[src/rtl/byte_unstrip_pkg.sv]
// Shared constants for the byte un-striper: default lane count and byte width.
// Carries no types of its own, only the defaults and a pointer-width helper.
package byte_unstrip_pkg;

    localparam int DEFAULT_LANES  = 4;
    localparam int DEFAULT_BYTE_W = 8;

    // A single-lane configuration still needs a 1-bit pointer to stay legal.
    function automatic int ptr_width(input int n);
        return (n > 1) ? $clog2(n) : 1;
    endfunction

endpackage

[src/rtl/byte_unstrip_group_fifo.sv]
// Two-entry group buffer with write/read pointers and an occupancy count.
// Push is ignored when full and pop when empty, so callers may gate loosely.
module byte_unstrip_group_fifo #(
    parameter int WIDTH = 36
) (
    input  logic             clk,
    input  logic             rst_n,
    input  logic             push,
    input  logic             pop,
    input  logic [WIDTH-1:0] wdata,
    output logic [WIDTH-1:0] rdata,
    output logic             full,
    output logic             empty
);

    logic [WIDTH-1:0] mem [2];
    logic             wr_ptr;
    logic             rd_ptr;
    logic [1:0]       cnt;
    logic             push_ok;
    logic             pop_ok;

    assign full    = (cnt == 2'd2);
    assign empty   = (cnt == 2'd0);
    assign push_ok = push && !full;
    assign pop_ok  = pop && !empty;
    assign rdata   = mem[rd_ptr];

    // Simultaneous push and pop leaves the count alone while both pointers move.
    always_ff @(posedge clk or negedge rst_n) begin
        if (!rst_n) begin
            mem[0] <= '0;
            mem[1] <= '0;
            wr_ptr <= 1'b0;
            rd_ptr <= 1'b0;
            cnt    <= 2'd0;
        end else begin
            if (push_ok) begin
                mem[wr_ptr] <= wdata;
                wr_ptr      <= ~wr_ptr;
            end
            if (pop_ok) begin
                rd_ptr <= ~rd_ptr;
            end
            case ({push_ok, pop_ok})
                2'b10:   cnt <= cnt + 2'd1;
                2'b01:   cnt <= cnt - 2'd1;
                default: cnt <= cnt;
            endcase
        end
    end

endmodule

[src/rtl/byte_unstrip.sv]
// Serializes one parallel group of LANES bytes (each with a DK flag) back into
// a single byte stream in lane order, buffering up to two groups.
module byte_unstrip
    import byte_unstrip_pkg::*;
#(
    parameter int LANES  = DEFAULT_LANES,
    parameter int BYTE_W = DEFAULT_BYTE_W
) (
    input  logic                    CLK,
    input  logic                    RESET_L,
    input  logic [BYTE_W*LANES-1:0] LANE_D,
    input  logic [LANES-1:0]        LANE_DK,
    input  logic                    IN_VALID,
    output logic                    IN_READY,
    output logic [BYTE_W-1:0]       D,
    output logic                    DK,
    output logic                    O_VALID,
    input  logic                    O_READY
);

    localparam int              LP_W      = ptr_width(LANES);
    localparam int              ENTRY_W   = (BYTE_W + 1) * LANES;
    localparam logic [LP_W-1:0] LAST_LANE = LP_W'(LANES - 1);

    logic [ENTRY_W-1:0] head;
    logic [BYTE_W-1:0]  head_bytes [LANES];
    logic [LANES-1:0]   head_dk;
    logic               full;
    logic               empty;
    logic               push;
    logic               pop;
    logic               xfer;
    logic [LP_W-1:0]    lp;

    // IN_READY comes straight from registered occupancy, never from O_READY.
    assign IN_READY = !full;
    assign push     = IN_VALID && !full;
    assign O_VALID  = !empty;
    assign xfer     = O_VALID && O_READY;
    assign pop      = xfer && (lp == LAST_LANE);

    byte_unstrip_group_fifo #(
        .WIDTH (ENTRY_W)
    ) u_group_fifo (
        .clk   (CLK),
        .rst_n (RESET_L),
        .push  (push),
        .pop   (pop),
        .wdata ({LANE_DK, LANE_D}),
        .rdata (head),
        .full  (full),
        .empty (empty)
    );

    assign head_dk = head[ENTRY_W-1 -: LANES];

    for (genvar i = 0; i < LANES; i++) begin : g_unpack
        assign head_bytes[i] = head[i*BYTE_W +: BYTE_W];
    end

    always_ff @(posedge CLK or negedge RESET_L) begin
        if (!RESET_L) begin
            lp <= '0;
        end else if (xfer) begin
            lp <= (lp == LAST_LANE) ? '0 : lp + 1'b1;
        end
    end

    // Idle output is forced to zero so stale buffer contents never leak out.
    always_comb begin
        D  = '0;
        DK = 1'b0;
        if (O_VALID) begin
            D  = head_bytes[lp];
            DK = head_dk[lp];
        end
    end

endmodule

[config.mk]
export PLATFORM = sky130hd
export DESIGN_NAME = byte_unstrip
export DESIGN_NICKNAME = d
export VERILOG_FILES = /design/src/rtl/byte_unstrip_pkg.sv /design/src/rtl/byte_unstrip_group_fifo.sv /design/src/rtl/byte_unstrip.sv
export SDC_FILE = /design/constraint.sdc
export NUM_CORES = 1
export LEC_CHECK = 0
export CAP_MARGIN = 5
export CORE_MARGIN = 5
export CORE_UTILIZATION = 30
export CTS_CLUSTER_DIAMETER = 150
export DETAILED_ROUTE_END_ITERATION = 7
export REMOVE_ABC_BUFFERS = 1
export SLEW_MARGIN = 15
export SYNTH_ARGS = -nofsm -noshare
export SYNTH_HDL_FRONTEND = slang
export SYNTH_HIERARCHICAL = 1
export SYNTH_SLANG_ARGS = --single-unit
[constraint.sdc]
create_clock -name CLK -period 2.4 [get_ports CLK]
set_input_delay 0.24 -clock CLK [delete_from_list [all_inputs] [get_ports CLK]]
set_output_delay 0.24 -clock CLK [all_outputs]
set_load 0.01 [all_outputs]
### Yosys cells after proc, flatten, opt, wreduce, memory -nomap -nowiden

Cells that the tools add are included.

* memory bits (read-only): 0
* register bits: 78
* memories: 0
* output and inout bits: 11
* word-level logic and storage cells: 48
* input port bits: 40
* bits in latches: 0
* bits in writable memories: 0

* div/mod/pow operators: 0
* shifts and indexed selects: 0
* equal/unequal tests: 4
* reduce and logical (&&, ||, !) cells: 10
* magnitude comparators: 5
* $mul: 0
* muxes and demuxes: 15
* $add $sub $neg: 3
* bitwise logic cells: 5

Operators with widths (number)
* $mux W36: 4
* $bwmux W72: 1
* $demux W36 S1: 1
* $mux W8: 3
* $bmux W8 S2: 1
* $eq A2 B2 Y1 const B: 3
* $logic_and A1 B1 Y1: 6
* $add A2 B1 Y2 const B: 2
* $ge A2 B2 Y1 const B: 2
* $not A1 Y2: 2
* $pmux W2 S2: 1
* $ge A3 B3 Y1 const B: 1
* $lt A2 B3 Y1 const B: 1
* $not A2 Y3: 1
* $bmux W1 S2: 1
* $eq A2 B1 Y1 const B: 1
* $logic_not A1 Y1: 2
* $logic_not A2 Y1: 1
* $lt A2 B1 Y1 const B: 1
* $mux W1: 2
* $mux W2: 1
* $not A1 Y1: 2
* $reduce_bool A2 Y1: 1
* $sub A2 B1 Y2 const B: 1

### Depth between registers and ports, before layout

Gate-level depths: netlist of the first run.

* word-level depth: 8
* depth in mapped cells: 8
* gate-level depth less buffers: 8

### Cells and area by module

Netlist of the first run, hierarchy kept.

Modules (own cells, without submodules)
* byte_unstrip_group_fifo: sequential area each 1901.8 um^2, instances 1, area an instance 3514.6 um^2, cells each 210
* byte_unstrip: sequential area each 50.0 um^2, instances 1, area an instance 404.1 um^2, cells each 44

### Least setup slack after synthesis of the first run

Ideal clock, no wire load.

* path kind: reg-to-reg
* start: register u_group_fifo.cnt[1]
* end: register u_group_fifo.cnt[1]
* buffers on the path: 0
* setup slack: 0.741 ns
* library setup time: 0.079 ns
* period minus slack after synthesis: 1.659 ns
* data arrival time: 1.579 ns
* cell stages (with the launch flop): 8
* data required time: 2.321 ns
* cell sequence: dfrtp_1 -> nor2_1 -> nor2b_1 -> and2_1 -> nor2b_1 -> ha_1 -> nor2_1 -> xor2_1

* longest elaborated chain between the ends: 7
* elaborated cells on any way between the ends: 15
* classes of those cells: add/sub: 2; eq/ne: 3; mux: 1; reduce/logical: 9

RTL lines
* from (decl): RTL line byte_unstrip_group_fifo.sv:19 `logic [1:0] cnt;`
* from (signal assigned): RTL line byte_unstrip_group_fifo.sv:46 `2'b10: cnt <= cnt + 2'd1;`
* from (signal assigned): RTL line byte_unstrip_group_fifo.sv:47 `2'b01: cnt <= cnt - 2'd1;`
* from (signal assigned): RTL line byte_unstrip_group_fifo.sv:48 `default: cnt <= cnt;`
* $logic_not A2 Y1 *: RTL line byte_unstrip_group_fifo.sv:24 `assign empty = (cnt == 2'd0);`
* net empty: RTL line byte_unstrip.sv:29 `logic empty;`
* $logic_not A1 Y1 *: RTL line byte_unstrip.sv:38 `assign O_VALID = !empty;`
* $logic_and A1 B1 Y1 *: RTL line byte_unstrip.sv:39 `assign xfer = O_VALID && O_READY;`
* $logic_and A1 B1 Y1 *: RTL line byte_unstrip.sv:40 `assign pop = xfer && (lp == LAST_LANE);`
* net pop: RTL line byte_unstrip.sv:31 `logic pop;`
* $logic_and A1 B1 Y1 *: RTL line byte_unstrip_group_fifo.sv:26 `assign pop_ok = pop && !empty;`
* net u_group_fifo.pop_ok: RTL line byte_unstrip_group_fifo.sv:21 `logic pop_ok;`
* $eq A2 B1 Y1 or $eq A2 B2 Y1 (tied branches): RTL line byte_unstrip_group_fifo.sv:45 `case ({push_ok, pop_ok})`
* $pmux W2 S2 or $reduce_bool A2 Y1 (tied branches)

Mark *: on every way through the listed nets, which the timed path passes. The rest lies on a longest branch.
A chain may end at the register's enable or synchronous reset.

### Final worst setup path of the first run

* start: register u_group_fifo.rd_ptr
* end: output D[7]

* longest elaborated chain between the ends: 8

RTL lines
* from (decl): RTL line byte_unstrip_group_fifo.sv:18 `logic rd_ptr;`
* from (signal assigned): RTL line byte_unstrip_group_fifo.sv:43 `rd_ptr <= ~rd_ptr;`
* $not A1 Y2 (not written as such): RTL line byte_unstrip_group_fifo.sv:27 `assign rdata = mem[rd_ptr];`
* $mux W36 (not written as such) (3 in series): RTL line byte_unstrip_group_fifo.sv:27
* net head[31]: RTL line byte_unstrip.sv:25 `logic [ENTRY_W-1:0] head;`
* $bmux W8 S2: RTL line byte_unstrip.sv:74 `D = head_bytes[lp];`
* $mux W8 (not written as such) (2 in series): RTL line byte_unstrip.sv:74
* $mux W8: RTL line byte_unstrip.sv:73 `if (O_VALID) begin`
* to (decl): RTL line byte_unstrip.sv:15 `output logic [BYTE_W-1:0] D,`

The timed path passes the listed nets, and every way through them passes these cells. The select of a mux whose other input is x is not followed.

==> results by group, run 1 <==
Floorplanning
  • Die width: 124 µm
  • Core footprint: 12,700 µm²
  • Die height: 124 µm
  • I/O pin total: 51
  • Die Area: 15,400 µm²
  • FP Rows: 41
  • Initial Util: 0.308

STA
  • Rel. slew slack: 0.558
  • Fmax: 439 MHz
  • TNS Setup: 0 ns
  • RSZ-0062 raised after global routing: true
  • Final clock skew: 0.00435 ns
  • Hold WS: 0.493 ns
  • Final setup violating endpoints: 0
  • Fin crit share: 0.950
  • Final worst-path setup slack: 0.121 ns
  • Least-Margin Pin Slew: 0.664 ns
  • Final critical-path required period: 2.28 ns
  • Final Hold Fails: 0
  • Max-slew violations: 0

Power and ir drop
  • Leak: 0.00207 µW
  • Switching power: 2200 µW
  • Clock Power Share: 0.174
  • Combinational share of power: 0.494
  • Switching share of total power: 0.307
  • Worst ir drop on vdd: 0.472 mV
  • Cell Pwr Density: 1470 nW/µm²
  • Flop pwr share: 0.332
  • Internal: 4950 µW
  • Tot Pwr: 7150 µW

CTS
  • Clock Path Buffers: 2
  • CTS tree: built
  • Skew-Pair Late Insertion Delay: 0.33 ns
  • TritonCTS Buffers: 9
  • Clk sink count: 78
  • Worst-path clk slew: 0.06 ns
  • CTS Root Cell: clkbuf_16
  • H-tree depth: 3

Synth
  • Syn. warnings: 6
  • Avg Cell Area, Syn: 15.4 µm²
  • Primary FF master, synth: dfrtp_1
  • Synth async-reset ratio: 1.00
  • EDFF count, synth: 0
  • Synthesized netlist cell count: 254
  • Library cells used by synthesis: 23
  • Sequential area share after synthesis: 0.498
  • FF+latch count, synth: 78
  • Mapped Area: 3920 µm²

Detailed routing
  • Via count: 2,150
  • Initial DRC Count: 58
  • Routed WL per cell: 16.7 µm
  • DR vias/cell: 4.44
  • Final ANT Viol Nets: 0
  • WL final: 8.06 mm
  • Drt first pass iters: 3
  • # DRC: 0

GRT
  • Largest net degree at the start of global routing: 50
  • First-pass GRT wire length: 13.8 mm
  • Vias in the first global route: 2,594
  • All-Layer GR Usage: 0.112
  • Initial antenna violation count: 0
  • Grt ovf: 0

Placed design
  • RePlAce Congestion: 0.694
  • Pre-CTS WS: 0.273 ns
  • Port Buffer Count: 50
  • Hpwl dp: 5.25 mm

Finish
  • P&R area growth vs syn: 24.4%
  • Fraction of layout cells with a size suffix above 1: 0.462
  • Diodes inserted: 0
  • Commonest non-fill, non-tap cell in the layout: dfrtp_1
  • FILL cells: 1,270
  • Post-layout nets: 350
  • Most frequent cells in the layout: 75 x dfrtp_1, 70 x mux2_2, 49 x clkdlybuf4s50_1

Setup path
  • Worst EP arrival: 2.04 ns
  • Worst path required time: 2.16 ns
  • Worst Setup Start Kind: register
  • Max stage delay on crit path: 0.49 ns
  • Worst-path maximum fanout: 18
  • Slowest CP cell: clkdlybuf4s50_1
  • Crit. Startpoint: u_group_fifo/rd_ptr
  • Crit-path cells: buf_6 > mux2_2 > mux2i_1 > o22ai_1 > clkdlybuf4s50_1
  • R2R cell count: 6
  • Setup CP Type: register to output port
  • Critical Path End Type: output port
  • Reg2reg start: u_group_fifo/cnt[0]

Job
  • Max Cap Violations: 0

Hold path
  • Worst hold path class: primary input to async pin

Status
  • Status: completed
## worst max-delay path, delay by kind of cell (launching register included)
kind	cells	cell delay [ns]
multiplexers	2	0.51
flip-flops	1	0.39
buffers and inverters	2	0.70
AO/OA/AOI/OAI	1	0.11
## sequential cells by signal (all words and copies together), names as in the netlist
name,cells
u_group_fifo/wr_ptr,1
u_group_fifo/rd_ptr,1
u_group_fifo/mem,72
lp,2
u_group_fifo/cnt,2
## cell usage after synthesis, types with 2 or more instances
cell type | instances | area, µm²
dfrtp_1 | 78 | 1950
mux2_2 | 70 | 788
mux2_4 | 40 | 601
mux2i_1 | 18 | 180
o22ai_1 | 9 | 56.3
buf_6 | 6 | 67.6
buf_2 | 5 | 25.0
buf_12 | 4 | 80.1
nor2_1 | 3 | 11.3
nor2b_1 | 3 | 18.8
xnor2_1 | 3 | 26.3
ha_1 | 2 | 25.0
inv_1 | 2 | 7.51
xor2_1 | 2 | 17.5
## power groups by stage
stage | Sequential [µW] | Clock, µW | Combinational (µW)
after floorplan | 2400 | 0 | 2390
after global placement | 2340 | 0 | 3490
after detailed placement | 2380 | 0 | 3520
after CTS | 2360 | 1290 | 3560
after global routing | 2470 | 1350 | 3830
final | 2370 | 1250 | 3530
## final cells by class
class | instances | area, µm² | share of cell area
sequential | 78 | 1960 | 0.401
timing repair buffer | 59 | 622 | 0.128
tap | 172 | 215 | 0.0442
clock inverter | 4 | 22.5 | 0.00462
inverter | 3 | 11.3 | 0.00231
multi-input combinational | 157 | 1790 | 0.368
clock buffer | 11 | 253 | 0.0519
## cells by family after synthesis
group	count (synthesis)	share of synthesized area
multiplexers	128	0.400
flip-flops	78	0.498
buffers and inverters	19	0.0479
AND/OR/NAND/NOR	13	0.0217
AO/OA/AOI/OAI	9	0.0144
XOR/XNOR	5	0.0112
adder cells (fa/ha/maj)	2	0.00638
## final timing paths
check / to / slack, ns
worst min-delay path: u_group_fifo/mem[13] / 0.49
worst max-delay path: D[7] / 0.12
worst max register to register: u_group_fifo/mem[49] / 0.56
worst min register to register: u_group_fifo/mem[31] / 0.50
max in group asynchronous: u_group_fifo/cnt[1] / 1.28
min in group CLK: u_group_fifo/mem[31] / 0.50
## per-stage QoR
| step | cells | area [µm²] | util |
|---|---|---|---|
| final | 484 | 4870 | 0.383 |
| after floorplan | 238 | 3740 | - |
| after CTS | 484 | 4850 | 0.381 |
| after global placement | 468 | 4560 | 0.359 |
| after detailed placement | 468 | 4560 | 0.359 |
| after global routing | 484 | 4870 | 0.383 |
## routing by layer
layer,track usage,up-vias,wire (µm)
li1,-,1016,-
met1,0.151,1092,3930
met2,0.175,31,3780
met3,0.0227,11,203
met4,0.0484,0,142
met5,0,-,0
## repair_timing
| item | 4_1_cts | 5_1_grt |
|---|---|---|
| hold buffers | 1 | 0 |
| buffers inserted | 0 | 0 |
| endpoints found under the setup margin | 9 | 9 |
| resized for setup | 2 | 8 |
| endpoints found under the hold margin | 48 | 0 |
Note: power is estimated with default switching activity, not from simulation.
==> run 2, diff against run 1 <==
- CTS_CLUSTER_SIZE: default -> 30
- PLACE_DENSITY: default -> 0.5
==> run 2 against run 1 <==
  * Final cell count is 1.7% higher
  * Routed wire length up 1.1%
  * Die area unchanged
  * Critical path type unchanged
  * Highest routed layer unchanged
==> results by group, run 2 (synthesis gave the netlist of run 1 again) <==
Finish
  • Area of the multi-input gates: 1800 µm²
  • P&R area growth vs syn: 25.7%
  • Diodes inserted: 0
  • FILL cells: 1,246
  • Max reg flops: 72
  • Top reg by flops: u_group_fifo/mem
  • Fraction of layout cells with a size suffix above 1: 0.463
  • Commonest non-fill, non-tap cell in the layout: dfrtp_1
  • Post-layout nets: 359
  • Top Registers: u_group_fifo/mem: 72 flops, lp: 2 flops, u_group_fifo/cnt: 2 flops
  • Reg area: 1950 µm²
  • Most frequent cells in the layout: 77 x dfrtp_1, 70 x mux2_2, 43 x clkdlybuf4s50_1
  • Final core utilization: 0.387

CTS
  • Clock Path Buffers: 2
  • Skew-Pair Late Insertion Delay: 0.34 ns
  • Worst-path clk slew: 0.06 ns
  • CTS tree: built
  • H-tree depth: 3
  • TritonCTS Buffers: 9
  • CTS Root Cell: clkbuf_16
  • Clk sink count: 78

Floorplanning
  • I/O pin total: 51
  • Die height: 124 µm
  • Die width: 124 µm
  • FP Rows: 41
  • Initial Util: 0.308
  • Die Area: 15,400 µm²
  • Core footprint: 12,700 µm²

Placed design
  • Port Buffer Count: 50
  • Pre-CTS WS: 0.215 ns
  • RePlAce Congestion: 0.675
  • Hpwl dp: 5.17 mm

GRT
  • All-Layer GR Usage: 0.112
  • Largest net degree at the start of global routing: 37
  • First-pass GRT wire length: 13.7 mm
  • Initial antenna violation count: 0
  • Vias in the first global route: 2,514
  • Grt ovf: 0

Setup path
  • R2R cell count: 6
  • Worst EP arrival: 2.07 ns
  • Critical Path End Type: output port
  • R2R Setup Slk: 0.51 ns
  • Max stage delay on crit path: 0.49 ns
  • R2R Path End: u_group_fifo/mem[49]
  • Worst path required time: 2.16 ns
  • Setup CP Type: register to output port
  • Worst Setup Start Kind: register
  • Crit-path cells: buf_4 > mux2_2 > mux2i_1 > o22ai_1 > clkdlybuf4s50_1
  • Reg2reg start: u_group_fifo/cnt[0]
  • Slowest CP cell: clkdlybuf4s50_1
  • Worst-path maximum fanout: 8

STA
  • Final clock skew: 0.00806 ns
  • Rel. slew slack: 0.690
  • Fmax: 433 MHz
  • Final setup violating endpoints: 0
  • Least-Margin Pin Slew: 0.465 ns
  • Final critical-path required period: 2.31 ns
  • Max-slew violations: 0
  • RSZ-0062 raised after global routing: false
  • Final worst-path setup slack: 0.0927 ns
  • Final Hold Fails: 0
  • Fin crit share: 0.961
  • Hold WS: 0.397 ns

Detailed routing
  • Drt first pass iters: 4
  • # DRC: 0
  • DR vias/cell: 4.41
  • Initial DRC Count: 116
  • WL final: 8.15 mm
  • Via count: 2,172
  • Routed WL per cell: 16.6 µm
  • Final ANT Viol Nets: 0

Power and ir drop
  • Cell Pwr Density: 1460 nW/µm²
  • Leak: 0.00219 µW
  • Tot Pwr: 7170 µW
  • Worst ir drop on vdd: 0.784 mV

Job
  • Max Cap Violations: 0

Hold path
  • Worst hold path class: primary input to async pin

Status
  • Status: completed
[run 2: per-stage QoR]
| stage | area (µm²) | cells | TNS, ns |
|---|---|---|---|
| after global routing | 4930 | 492 | 0 |
| after detailed placement | 4570 | 471 | 0 |
| after floorplan | 3740 | 238 | -33.86 |
| final | 4930 | 492 | 0 |
| after global placement | 4570 | 471 | 0 |
| after CTS | 4870 | 488 | -0.0484 |
[run 2: what timing repair did]
action	4_1_cts	5_1_grt
gates resized for setup	4	8
buffers inserted	2	4
endpoints found under the hold margin	32	0
hold buffers	1	0
setup endpoints to repair	9	9
[run 2: how the worst max path moves through the flow]
stage	slack, ns	startpoint	cells past startpoint	to
finish	0.09	u_group_fifo/rd_ptr	5	D[0]
CTS	-0.02	u_group_fifo/rd_ptr	5	D[2]
global route	0.004	u_group_fifo/rd_ptr	5	D[7]
floorplan	-1.03	u_group_fifo/cnt[0]	5	u_group_fifo/mem[49]
global placement	0.24	u_group_fifo/rd_ptr	5	D[3]
detailed placement	0.22	u_group_fifo/cnt[1]	4	D[6]
[run 2: routing by layer]
layer  wire (µm)  vias up  global-route usage
li1            -     1030                   -
met1        4020     1087               0.155
met2        3620       44               0.165
met3         373       11              0.0364
met4         133        0              0.0406
met5           0        -                   0
[run 2: cell type report]
class                   instances  area share
well taps                     172      0.0437
clock inverters                 2     0.00203
repair buffers                 68       0.139
inverters                       3     0.00229
multi-input cells             157       0.365
flip-flops and latches         78       0.396
clock buffers                  12      0.0521
[run 2: power breakdown]
part	switching (µW)	internal [µW]
registers	382	2010
clock network	496	741
logic	1320	2220
[run 2: critical path: cells and delay by family, from the launching register on]
kind	cells	cell delay, ns
multiplexers	2	0.47
flip-flops	1	0.46
AO/OA/AOI/OAI	1	0.12
buffers and inverters	2	0.69
==> run 3, diff against run 2 <==
- PLACE_DENSITY: 0.5 -> 0.55
- clock period: 2.4 -> 1.9 ns (I/O delays scaled with it)
==> run 3 against run 2 <==
  * The run now ends with negative setup slack left
  * Sequential power grew 27%
  * Via count rose by 6.9%
  * Utilization is 1.9 points higher
  * Clock skew down 0.0038 ns
  * Sequential share of layout area fell by 1.8 points
  * Routed wire length grew 6.6%
  * Worst hold slack got worse by 0.026 ns
  * Flip-flop and latch count is the same
  * Combinational power up 39%
  * Global-route usage grew 0.086 points
  * Clock power rose by 49%
  * Design area up 4.9%
  * Critical endpoint is now D[5]
==> results by group, run 3 (synthesis gave the netlist of run 1 again) <==
Floorplanning
  • Die height: 124 µm
  • FP Rows: 41
  • Initial Util: 0.308
  • Die Area: 15,400 µm²
  • Die width: 124 µm
  • Core footprint: 12,700 µm²
  • I/O pin total: 51

Finish
  • Final core utilization: 0.406
  • Top reg by flops: u_group_fifo/mem
  • Post-layout nets: 377
  • Most frequent cells in the layout: 77 x dfrtp_1, 64 x mux2_2, 46 x mux2_4
  • P&R area growth vs syn: 31.8%
  • FILL cells: 1,225
  • Top Registers: u_group_fifo/mem: 72 flops, lp: 2 flops, u_group_fifo/cnt: 2 flops
  • Cell Count, Final, Fillers Out: 512
  • Diodes inserted: 0
  • Post-route cell area: 5170 µm²
  • Commonest non-fill, non-tap cell in the layout: dfrtp_1
  • Fraction of layout cells with a size suffix above 1: 0.526
  • Max reg flops: 72

STA
  • Fin crit share: 1.05
  • Final Hold Fails: 0
  • TNS Setup: -0.148 ns
  • Max-slew violations: 0
  • Final setup violating endpoints: 5
  • Final critical-path required period: 1.99 ns
  • RSZ-0062 raised after global routing: true
  • Least-Margin Pin Slew: 0.477 ns
  • Rel. slew slack: 0.682
  • Final clock skew: 0.00426 ns
  • Fmax: 503 MHz
  • Final worst-path setup slack: -0.0897 ns

Detailed routing
  • Via count: 2,321
  • WL final: 8.69 mm
  • DR vias/cell: 4.53
  • Routed WL per cell: 17.0 µm
  • Final ANT Viol Nets: 0
  • # DRC: 0
  • Drt first pass iters: 4
  • Initial DRC Count: 63

Setup path
  • Setup CP Type: register to output port
  • Worst Setup Start Kind: register
  • Slowest CP cell: dfrtp_2
  • Crit-path cells: buf_6 > buf_6 > mux2_4 > mux2i_1 > o22ai_1 > buf_2
  • Critical Path End Type: output port
  • Worst EP arrival: 1.80 ns
  • Worst path required time: 1.71 ns
  • CP delay by family, top: flip-flops
  • Max stage delay on crit path: 0.48 ns
  • Buf/Inv on CP: 3
  • Worst-path maximum fanout: 7
  • Crit path top cell by count: buf_6

Power and ir drop
  • Leak: 0.00228 µW
  • Cell Pwr Density: 1890 nW/µm²
  • Worst ir drop on vdd: 0.750 mV

Placed design
  • Pre-CTS WS: -0.0854 ns
  • RePlAce Congestion: 0.680
  • Placed cell area: 4720 µm²
  • Port Buffer Count: 50
  • Cells after DPL: 487
  • Hpwl dp: 5.63 mm

CTS
  • Worst-path clk slew: 0.06 ns
  • H-tree depth: 3
  • Skew-Pair Late Insertion Delay: 0.33 ns
  • Clock Path Buffers: 2
  • TritonCTS Buffers: 9
  • CTS Root Cell: clkbuf_16
  • CTS tree: built
  • Clk sink count: 78

GRT
  • Grt ovf: 0
  • Vias in the first global route: 2,669
  • All-Layer GR Usage: 0.113
  • First-pass GRT wire length: 14.1 mm
  • Initial antenna violation count: 0
  • Largest net degree at the start of global routing: 36

Status
  • Status: complete, but fails checks
  • Failing checks: negative setup slack

Job
  • Max Cap Violations: 0

Hold path
  • Worst hold path class: primary input to async pin
==> run 3: changes by cell type in the layout (fill, tap and decap cells not counted), sizes merged <==
cell,previous run,this run
bufinv,0,2
dlymetal6s2s,6,1
clkbuf,12,14
clkdlybuf4s50,43,39
buf,18,43
==> run 3: final timing paths <==
path	start	end	slack [ns]	cells after the start
worst max-delay path	u_group_fifo/rd_ptr	D[5]	-0.09	6
worst max register to register	u_group_fifo/cnt[1]	u_group_fifo/mem[63]	0.05	8
worst min register to register	u_group_fifo/mem[53]	u_group_fifo/mem[53]	0.50	1
worst min-delay path	RESET_L	u_group_fifo/mem[10]	0.37	2
max in group asynchronous	RESET_L	u_group_fifo/mem[20]	0.93	3
min in group CLK	LANE_D[3]	u_group_fifo/mem[39]	0.50	2
==> run 3: repair_timing <==
item	4_1_cts	5_1_grt
hold endpoints to repair	32	0
buffers inserted	5	3
setup endpoints to repair	9	65
pin swaps	3	4
cloned	1	2
hold buffers	1	0
gates resized for setup	43	25
==> run 3: per-layer routing <==
metal  wire length, µm  GRT usage  vias to the layer above
met5                 0          0                        -
met2              4000      0.177                       43
li1                  -          -                     1077
met1              4280      0.152                     1190
met3               297     0.0330                       11
met4               119     0.0348                        0
==> run 3: where the power goes <==
group,switching (µW),internal (µW)
logic,1850,3060
registers,489,2540
clock network,665,1180
total,3010,6780
==> run 3: cell type report <==
| class | instances | area [µm²] | share of cell area |
|---|---|---|---|
| timing repair buffer | 86 | 830 | 0.161 |
| sequential | 78 | 1950 | 0.378 |
| clock inverter | 4 | 70.1 | 0.0136 |
| inverter | 3 | 11.3 | 0.00218 |
| multi-input combinational | 157 | 1840 | 0.356 |
| tap | 172 | 215 | 0.0417 |
| clock buffer | 12 | 246 | 0.0477 |
==> run 3: through the flow <==
step           total power (µW)  hold slack [ns]
2_1_floorplan              6050           -0.106
3_3_place_gp               7710            0.179
3_5_place_dp               7780            0.186
4_1_cts                    9680            0.382
5_1_grt                   10400            0.430
6_report                   9780            0.372
==> run 3: worst register-to-register path, delay by kind of cell (launching register included) <==
kind | cells | cell delay (ns)
buffers and inverters | 5 | 0.70
DFF | 1 | 0.39
muxes | 1 | 0.31
and+or+nand+nor | 2 | 0.33
